<file path="src/rtl/branch_predict_unit.sv">
// branch_predict_unit: EX-stage branch resolution with a PC-indexed 2-bit BHT
// feeding fetch predictions, misprediction flagging and saturating perf counters.
module branch_predict_unit #(
    parameter int ADDR_W    = 32,
    parameter int BHT_DEPTH = 64,
    parameter int IDX_W     = $clog2(BHT_DEPTH),
    parameter bit DYNAMIC   = 1'b1,
    parameter int CNT_W     = 16
) (
    input  logic              i_clk,
    input  logic              i_rst_n,
    input  logic [ADDR_W-1:0] i_fetch_pc,
    output logic              o_pred_taken,
    input  logic              i_valid,
    input  logic              i_stall,
    input  logic [ADDR_W-1:0] i_pc,
    input  logic [1:0]        i_relation,
    input  logic [2:0]        i_branch,
    input  logic              i_pred_taken,
    output logic              o_branch,
    output logic              o_mispredict,
    input  logic              i_clr_cnt,
    output logic [CNT_W-1:0]  o_br_cnt,
    output logic [CNT_W-1:0]  o_miss_cnt
);
    logic is_cond, cond_true, taken, update;
    logic unused_pc;

    always_comb begin
        is_cond   = i_valid && i_branch != 3'd0 && i_branch < 3'd6 && i_relation != 2'b11;
        cond_true = (i_branch == 3'd1) ? i_relation == 2'b01 :
                    (i_branch == 3'd2) ? i_relation != 2'b01 :
                    (i_branch == 3'd3) ? i_relation != 2'b10 :
                    (i_branch == 3'd4) ? i_relation == 2'b10 :
                                         i_relation == 2'b00;
        taken     = is_cond && cond_true;
        update    = is_cond && !i_stall;
    end

    assign o_branch     = i_rst_n && taken;
    assign o_mispredict = is_cond && (o_branch != i_pred_taken);
    assign unused_pc    = ^{i_fetch_pc, i_pc};

    if (DYNAMIC) begin : g_bht
        logic [1:0]       bht [BHT_DEPTH];
        logic [IDX_W-1:0] fidx, eidx;
        assign fidx = i_fetch_pc[IDX_W+1:2];
        assign eidx = i_pc[IDX_W+1:2];
        // Read port is the pre-edge array value: no write-through bypass.
        assign o_pred_taken = i_rst_n && bht[fidx][1];
        always_ff @(posedge i_clk or negedge i_rst_n) begin
            if (!i_rst_n) begin
                for (int k = 0; k < BHT_DEPTH; k++) bht[k] <= 2'b01;
            end else if (update) begin
                bht[eidx] <= taken ? ((bht[eidx] == 2'b11) ? 2'b11 : bht[eidx] + 2'd1)
                                   : ((bht[eidx] == 2'b00) ? 2'b00 : bht[eidx] - 2'd1);
            end
        end
    end else begin : g_static
        assign o_pred_taken = 1'b0;
    end

    always_ff @(posedge i_clk or negedge i_rst_n) begin
        if (!i_rst_n) begin
            o_br_cnt   <= '0;
            o_miss_cnt <= '0;
        end else if (i_clr_cnt) begin
            o_br_cnt   <= '0;
            o_miss_cnt <= '0;
        end else if (update) begin
            o_br_cnt   <= o_br_cnt + CNT_W'(~&o_br_cnt);
            o_miss_cnt <= o_miss_cnt + CNT_W'(o_mispredict && ~&o_miss_cnt);
        end
    end
endmodule

</file>
<file path="config.mk">
export PLATFORM = sky130hd
export DESIGN_NAME = branch_predict_unit
export DESIGN_NICKNAME = d
export VERILOG_FILES = /design/src/rtl/branch_predict_unit.sv
export SDC_FILE = /design/constraint.sdc
export NUM_CORES = 1
export LEC_CHECK = 0
export BUFFER_PORTS_ARGS = -buffer_cell sky130_fd_sc_hd__buf_2
export CAP_MARGIN = 20
export CORE_ASPECT_RATIO = 0.5
export CORE_MARGIN = 1
export CORE_UTILIZATION = 58
export CTS_BUF_LIST = sky130_fd_sc_hd__clkbuf_4
export DETAILED_ROUTE_END_ITERATION = 16
export PLACE_DENSITY = 0.88
export SLEW_MARGIN = 20
export SYNTH_ARGS = -nofsm -noshare
export SYNTH_HDL_FRONTEND = slang
export SYNTH_SLANG_ARGS = --single-unit
</file>
<file path="constraint.sdc">
create_clock -name i_clk -period 10.85 [get_ports i_clk]
set_clock_uncertainty 0.2 [all_clocks]
set_input_delay 2.17 -clock i_clk [delete_from_list [all_inputs] [get_ports i_clk]]
set_output_delay 2.17 -clock i_clk [all_outputs]
set_load 0.005 [all_outputs]
</file>
* Word level (Yosys, flattened, before mapping)
Index checks and enable logic that the tools add are counted. Widths: inputs -> output; s select.
Storage, ports and cells: input port bits 75, latch bits 0, output and inout bits 35, register bits after elaboration 160, memories 0, bits in read-only memories 0, word-level logic and storage cells 126, bits in writable memories 0
Operators by class: magnitude comparators 4, eq/ne operators 11, muxes and demuxes 20, $mul 0, reductions and logical operators 19, bitwise logic cells 2, div/mod/pow operators 0, shift-type cells 0, add/sub/neg operators 4
Operator list (count):
- $bwmux 128 | 1
- $mux 16 | 4
- $add 16x1->16 | 2
- $reduce_and 16->1 | 2
- $bmux 2 s6 | 2
- $mux 2 | 8
- $ge 7x7->1 const B | 2
- $not 6->7 | 2
- $demux 2 s6 | 1
- $logic_and 1x1->1 | 10
- $lt 7x1->1 const B | 1
- $eq 3x2->1 const B | 2
- $eq 2x2->1 const B | 2
- $logic_not 2->1 | 2
- $mux 1 | 4
- $ne 2x2->1 const B | 2
- $eq 3x1->1 const B | 1
- $eq 3x3->1 const B | 1
- $logic_not 1->1 | 3
- $lt 3x3->1 const B | 1
- $reduce_bool 3->1 | 1
- $add 2x1->2 const B | 1
- $eq 2x1->1 const B | 1
- $ne 2x1->1 const B | 1
- other kinds (3) | 3

* Longest topological paths before layout
depth after elaboration 13, depth in mapped cells 13, depth with buffers taken out 13

* Worst setup path after synthesis
OpenSTA, ideal clock, no wires.
kind input port to output port, from input i_fetch_pc[2], to output o_pred_taken, slack 4189 ps, required time 8480 ps, data arrival time 4291 ps, path buffers 2, stages on the path 6, cells stage by stage buf_2 > buf_2 > mux4_2 > mux4_2 > mux4_2 > and2_1
Between the ends: cells in the longest elaborated chain, start to end 5
Ends and longest elaborated chain:
- start, declared | RTL line 12 | input logic [ADDR_W-1:0] i_fetch_pc,
- $not 6->7 (not written as such) | RTL line 50 | assign o_pred_taken = i_rst_n && bht[fidx][1];
- $bmux 2 s6 | RTL line 50
- $mux 2 (not written as such) (2 in series) | RTL line 50
- $logic_and 1x1->1 | RTL line 50
- end, declared | RTL line 13 | output logic o_pred_taken,
Every way passes these cells. The select of a mux whose other input is x is not followed.

* Worst setup path in the final report
Same ends and word-level chain as after synthesis.

==> impl_results.rst <==
.. list-table::
   :header-rows: 1

   * - Metric
     - Value
   * - Status
     - completed
   * - Measured slew at the worst slew-check pin
     - 1.109 ns
   * - Highest clock frequency the design can meet
     - 143.2 MHz
   * - Number of filler instances in the final layout
     - 1026
   * - Gate Count Post-Synth
     - 782
   * - Number of buffers inserted for hold repair after clock tree synthesis
     - 0
   * - Portion of the clock cycle consumed by the worst path in the final layout
     - 64.36%
   * - Post-detailed-route count of antenna-violating nets
     - 0
   * - Number of gates on the worst path with buffers counted
     - 6
   * - Post-DR vias/cell
     - 6.651
   * - Top library cells by usage in the layout, fill and taps aside
     - nor2_1, dfrtp_1, mux2_2, a21oi_1, dfstp_2
   * - Number of enable flip-flop cells after synthesis
     - 0
   * - Reg-to-reg critical path endpoint
     - g_bht.bht[60]
   * - Total die area
     - 0.01509 mm^2
   * - Area of the multi-input gates
     - 0.004094 mm^2
   * - Die Height
     - 87.36 um
   * - Delay of the slowest cell on the worst path
     - 0.59 ns
   * - Max-cap check violation count
     - 0
   * - Startpoint Class
     - input port
   * - # IOs
     - 110
   * - Synth warn
     - 0
   * - Drt pass-1 iters
     - 7
   * - Final number of hold-violating endpoints
     - 0
   * - Proportion of layout cells with a drive suffix above 1
     - 31.85%
   * - Prevailing post-synth register cell
     - dfrtp_1
   * - Initial Utilization
     - 60.86%
   * - Number of gates resized after cts
     - 0
   * - Cell chosen for the clock root
     - clkbuf_4
   * - Register bit count reported by yosys
     - 160
   * - Net count, final
     - 898
   * - Largest net degree at the start of global routing
     - 67
   * - Cells taking the most area after synthesis
     - dfrtp_1, dfstp_2, mux2_2, mux4_2, nor2_1
   * - Total power after layout
     - 1.177 mW
   * - Most used cell along the critical path
     - mux4_2
   * - Crit path max-delay cell type
     - mux4_2
   * - # setup viols final
     - 0
   * - Average routed wire per standard cell
     - 21.12 um
   * - Time the worst path needs with I/O delays and setup
     - 6.983 ns
   * - Path category of the worst min-delay check
     - flip-flop to flip-flop
   * - CP delay by family, top
     - multiplexers
   * - Setup_tns
     - 0 ns
   * - # clock sinks
     - 160
   * - Number of antenna cells inserted
     - 0
   * - Worst hold path endpoint
     - g_bht.bht[57]
   * - Std cell rows
     - 30
   * - Antenna violations before repair
     - 0
   * - Critical path fanouts, max
     - 16
   * - Launch instance of the worst min-delay path
     - g_bht.bht[57]
   * - Sum of net half-perimeters after detailed placement
     - 13960 um
   * - Final weighted congestion in routability-driven placement
     - 0.9199
   * - Post-CTS setup buffer count
     - 0
   * - Leakage
     - 3.952 nW
   * - Total area of sequential cells
     - 0.004084 mm^2
   * - Final Routed Wirelength
     - 21620 um
   * - Worst-case vdd ir drop
     - 0.00007487 V
   * - Share of Yosys cell area claimed by the top area cell type
     - 28.42%
   * - CTS clock-pin slew for the worst setup and hold paths
     - 0.13 ns
   * - Area growth from synthesis to layout
     - 7.491%
   * - 1st-iter DRT viols
     - 863
   * - Via count
     - 6811
   * - TritonCTS buffer count
     - 17
   * - PortBufs
     - 57
   * - Type of the worst setup path
     - input port to output pin
   * - GRT Total Usage
     - 30.16%
   * - Required arrival time at the worst endpoint
     - 8.48 ns
   * - Average instance area after synthesis
     - 10.81 um^2
   * - Unrepaired setup endpoints after global routing
     - no
   * - First-pass GRT wire length
     - 34720 um
   * - Reg-to-reg setup timing slack
     - 7.45 ns
   * - Sort of element at the end of the critical path
     - output pin
   * - Skew-Pair Late Insertion Delay
     - 0.57 ns
   * - Number of distinct standard cells referenced by the synthesized netlist
     - 58
   * - X dimension of the die
     - 172.7 um
   * - Core area
     - 0.01389 mm^2
   * - Combined buffer and inverter count along the critical path
     - 2
   * - Signal arrival time at the worst endpoint
     - 4.61 ns
   * - Number of stages on the worst hold path
     - 2
   * - GR Overflow Total
     - 0
   * - Most common cell after layout, fill and taps aside
     - nor2_1
   * - Library cell with the largest summed area after synthesis
     - dfrtp_1
   * - Clock tree buffer depth
     - 2
   * - Worst-path cell chain
     - buf_2 > mux4_2 > mux4_2 > mux4_2 > and2_1 > buf_2
   * - Net Count, Synth
     - 861
   * - Mapped Area
     - 0.008452 mm^2
   * - Deepest level of the CTS H-tree
     - 4
   * - Final count of pins violating max slew
     - 0
   * - Remaining DRCs
     - 0
   * - Total power divided by cell area
     - 129.6 mW/mm^2
   * - Via count of the first global-routing pass
     - 6676
   * - Slew HR
     - 26.09%
   * - Number of cells traversed by the worst register-to-register path
     - 7
   * - Share of the yosys chip area belonging to registers
     - 48.32%
   * - Reg-to-Reg Start
     - g_bht.bht[96]
   * - Share of flip-flops with an asynchronous set or reset
     - 100.0%
   * - TritonCTS clock tree
     - built
-- worst reg2reg max path, delay by kind of cell, from the launching register on --
family          cells  cell delay (ns)
compound gates      2             0.74
fa+ha+maj           1             0.97
flops               1             0.39
mux                 3             0.97
simple gates        1             0.06
-- kinds of logic (layout without fill, tap and decap cells) --
kind of cell             count (synthesis)  count (layout)  share of synthesized area (%)
multiplexers                           131             131                          20.64
XOR/XNOR                                22              22                          2.280
flip-flops                             160             160                          48.32
buffers and inverters                   61             111                          3.390
AO/OA/AOI/OAI                          135             135                          10.14
adder cells (fa/ha/maj)                  6               6                         0.8438
AND/OR/NAND/NOR                        267             267                          14.39
-- synthesized netlist by cell type (all sizes together) (5+ instances only) --
library cell,instances
mux2,76
buf,27
o21ai,15
xor2,18
nand2b,5
a21oi,68
mux4,27
inv,16
clkbuf,16
and2,5
or3,9
and3,8
nor2b,6
nand3,20
nand4,8
dfstp,64
a221oi,16
nor2,147
nor3,10
dfrtp,96
nand2,33
mux2i,28
-- worst max-delay path by stage --
stage                       start           end  slack [ns]
floorplan           i_fetch_pc[2]  o_pred_taken        4.19
global placement    i_fetch_pc[2]  o_pred_taken        3.94
detailed placement  i_fetch_pc[2]  o_pred_taken        3.91
CTS                 i_fetch_pc[2]  o_pred_taken        3.87
global route        i_fetch_pc[2]  o_pred_taken        3.80
finish              i_fetch_pc[2]  o_pred_taken        3.87
-- registers in the layout, summed over array words and instances (netlist names) --
register and cells:
o_br_cnt 16, g_bht.bht 128, o_miss_cnt 16
-- routing by layer --
| layer | vias to the layer above | GRT usage (%) | share of wire, % |
|---|---|---|---|
| met3 | 104 | 11.69 | 13 |
| met5 | - | 0.3205 | 0 |
| met4 | 0 | 14.96 | 4.2 |
| met1 | 3339 | 37.08 | 38 |
| met2 | 459 | 47.29 | 45 |
| li1 | 2909 | - | - |
-- area by class of cell --
class	count	area share (%)
Multi-Input combinational cell	561	45.06
Sequential cell	160	44.95
Timing Repair Buffer	61	3.539
Tap cell	192	2.644
Clock inverter	14	1.570
Clock buffer	18	1.487
Inverter	18	0.7437
-- power by group --
group	switching [mW]	internal [mW]	leakage, nW	total [mW]
Combinational	0.0970	0.0627	1.87	0.160
Clock	0.218	0.138	0.140	0.356
Sequential	0.0253	0.636	1.94	0.661
Total	0.341	0.837	3.95	1.18
-- metrics by stage --
| step | utilization [%] | cells | setup WS [ns] | hold slack, ns | cell area [um^2] |
|---|---|---|---|---|---|
| 2_1_floorplan | - | 782 | 4.189 | 0.3032 | 8452 |
| 3_3_place_gp | 63.38 | 992 | 3.943 | 0.3249 | 8802 |
| 3_5_place_dp | 63.40 | 992 | 3.912 | 0.3333 | 8805 |
| 4_1_cts | 65.40 | 1024 | 3.875 | 0.3570 | 9082 |
| 5_1_grt | 65.41 | 1024 | 3.799 | 0.3908 | 9085 |
| 6_report | 65.41 | 1024 | 3.867 | 0.3625 | 9085 |
Note: power is estimated with default switching activity, not from simulation.
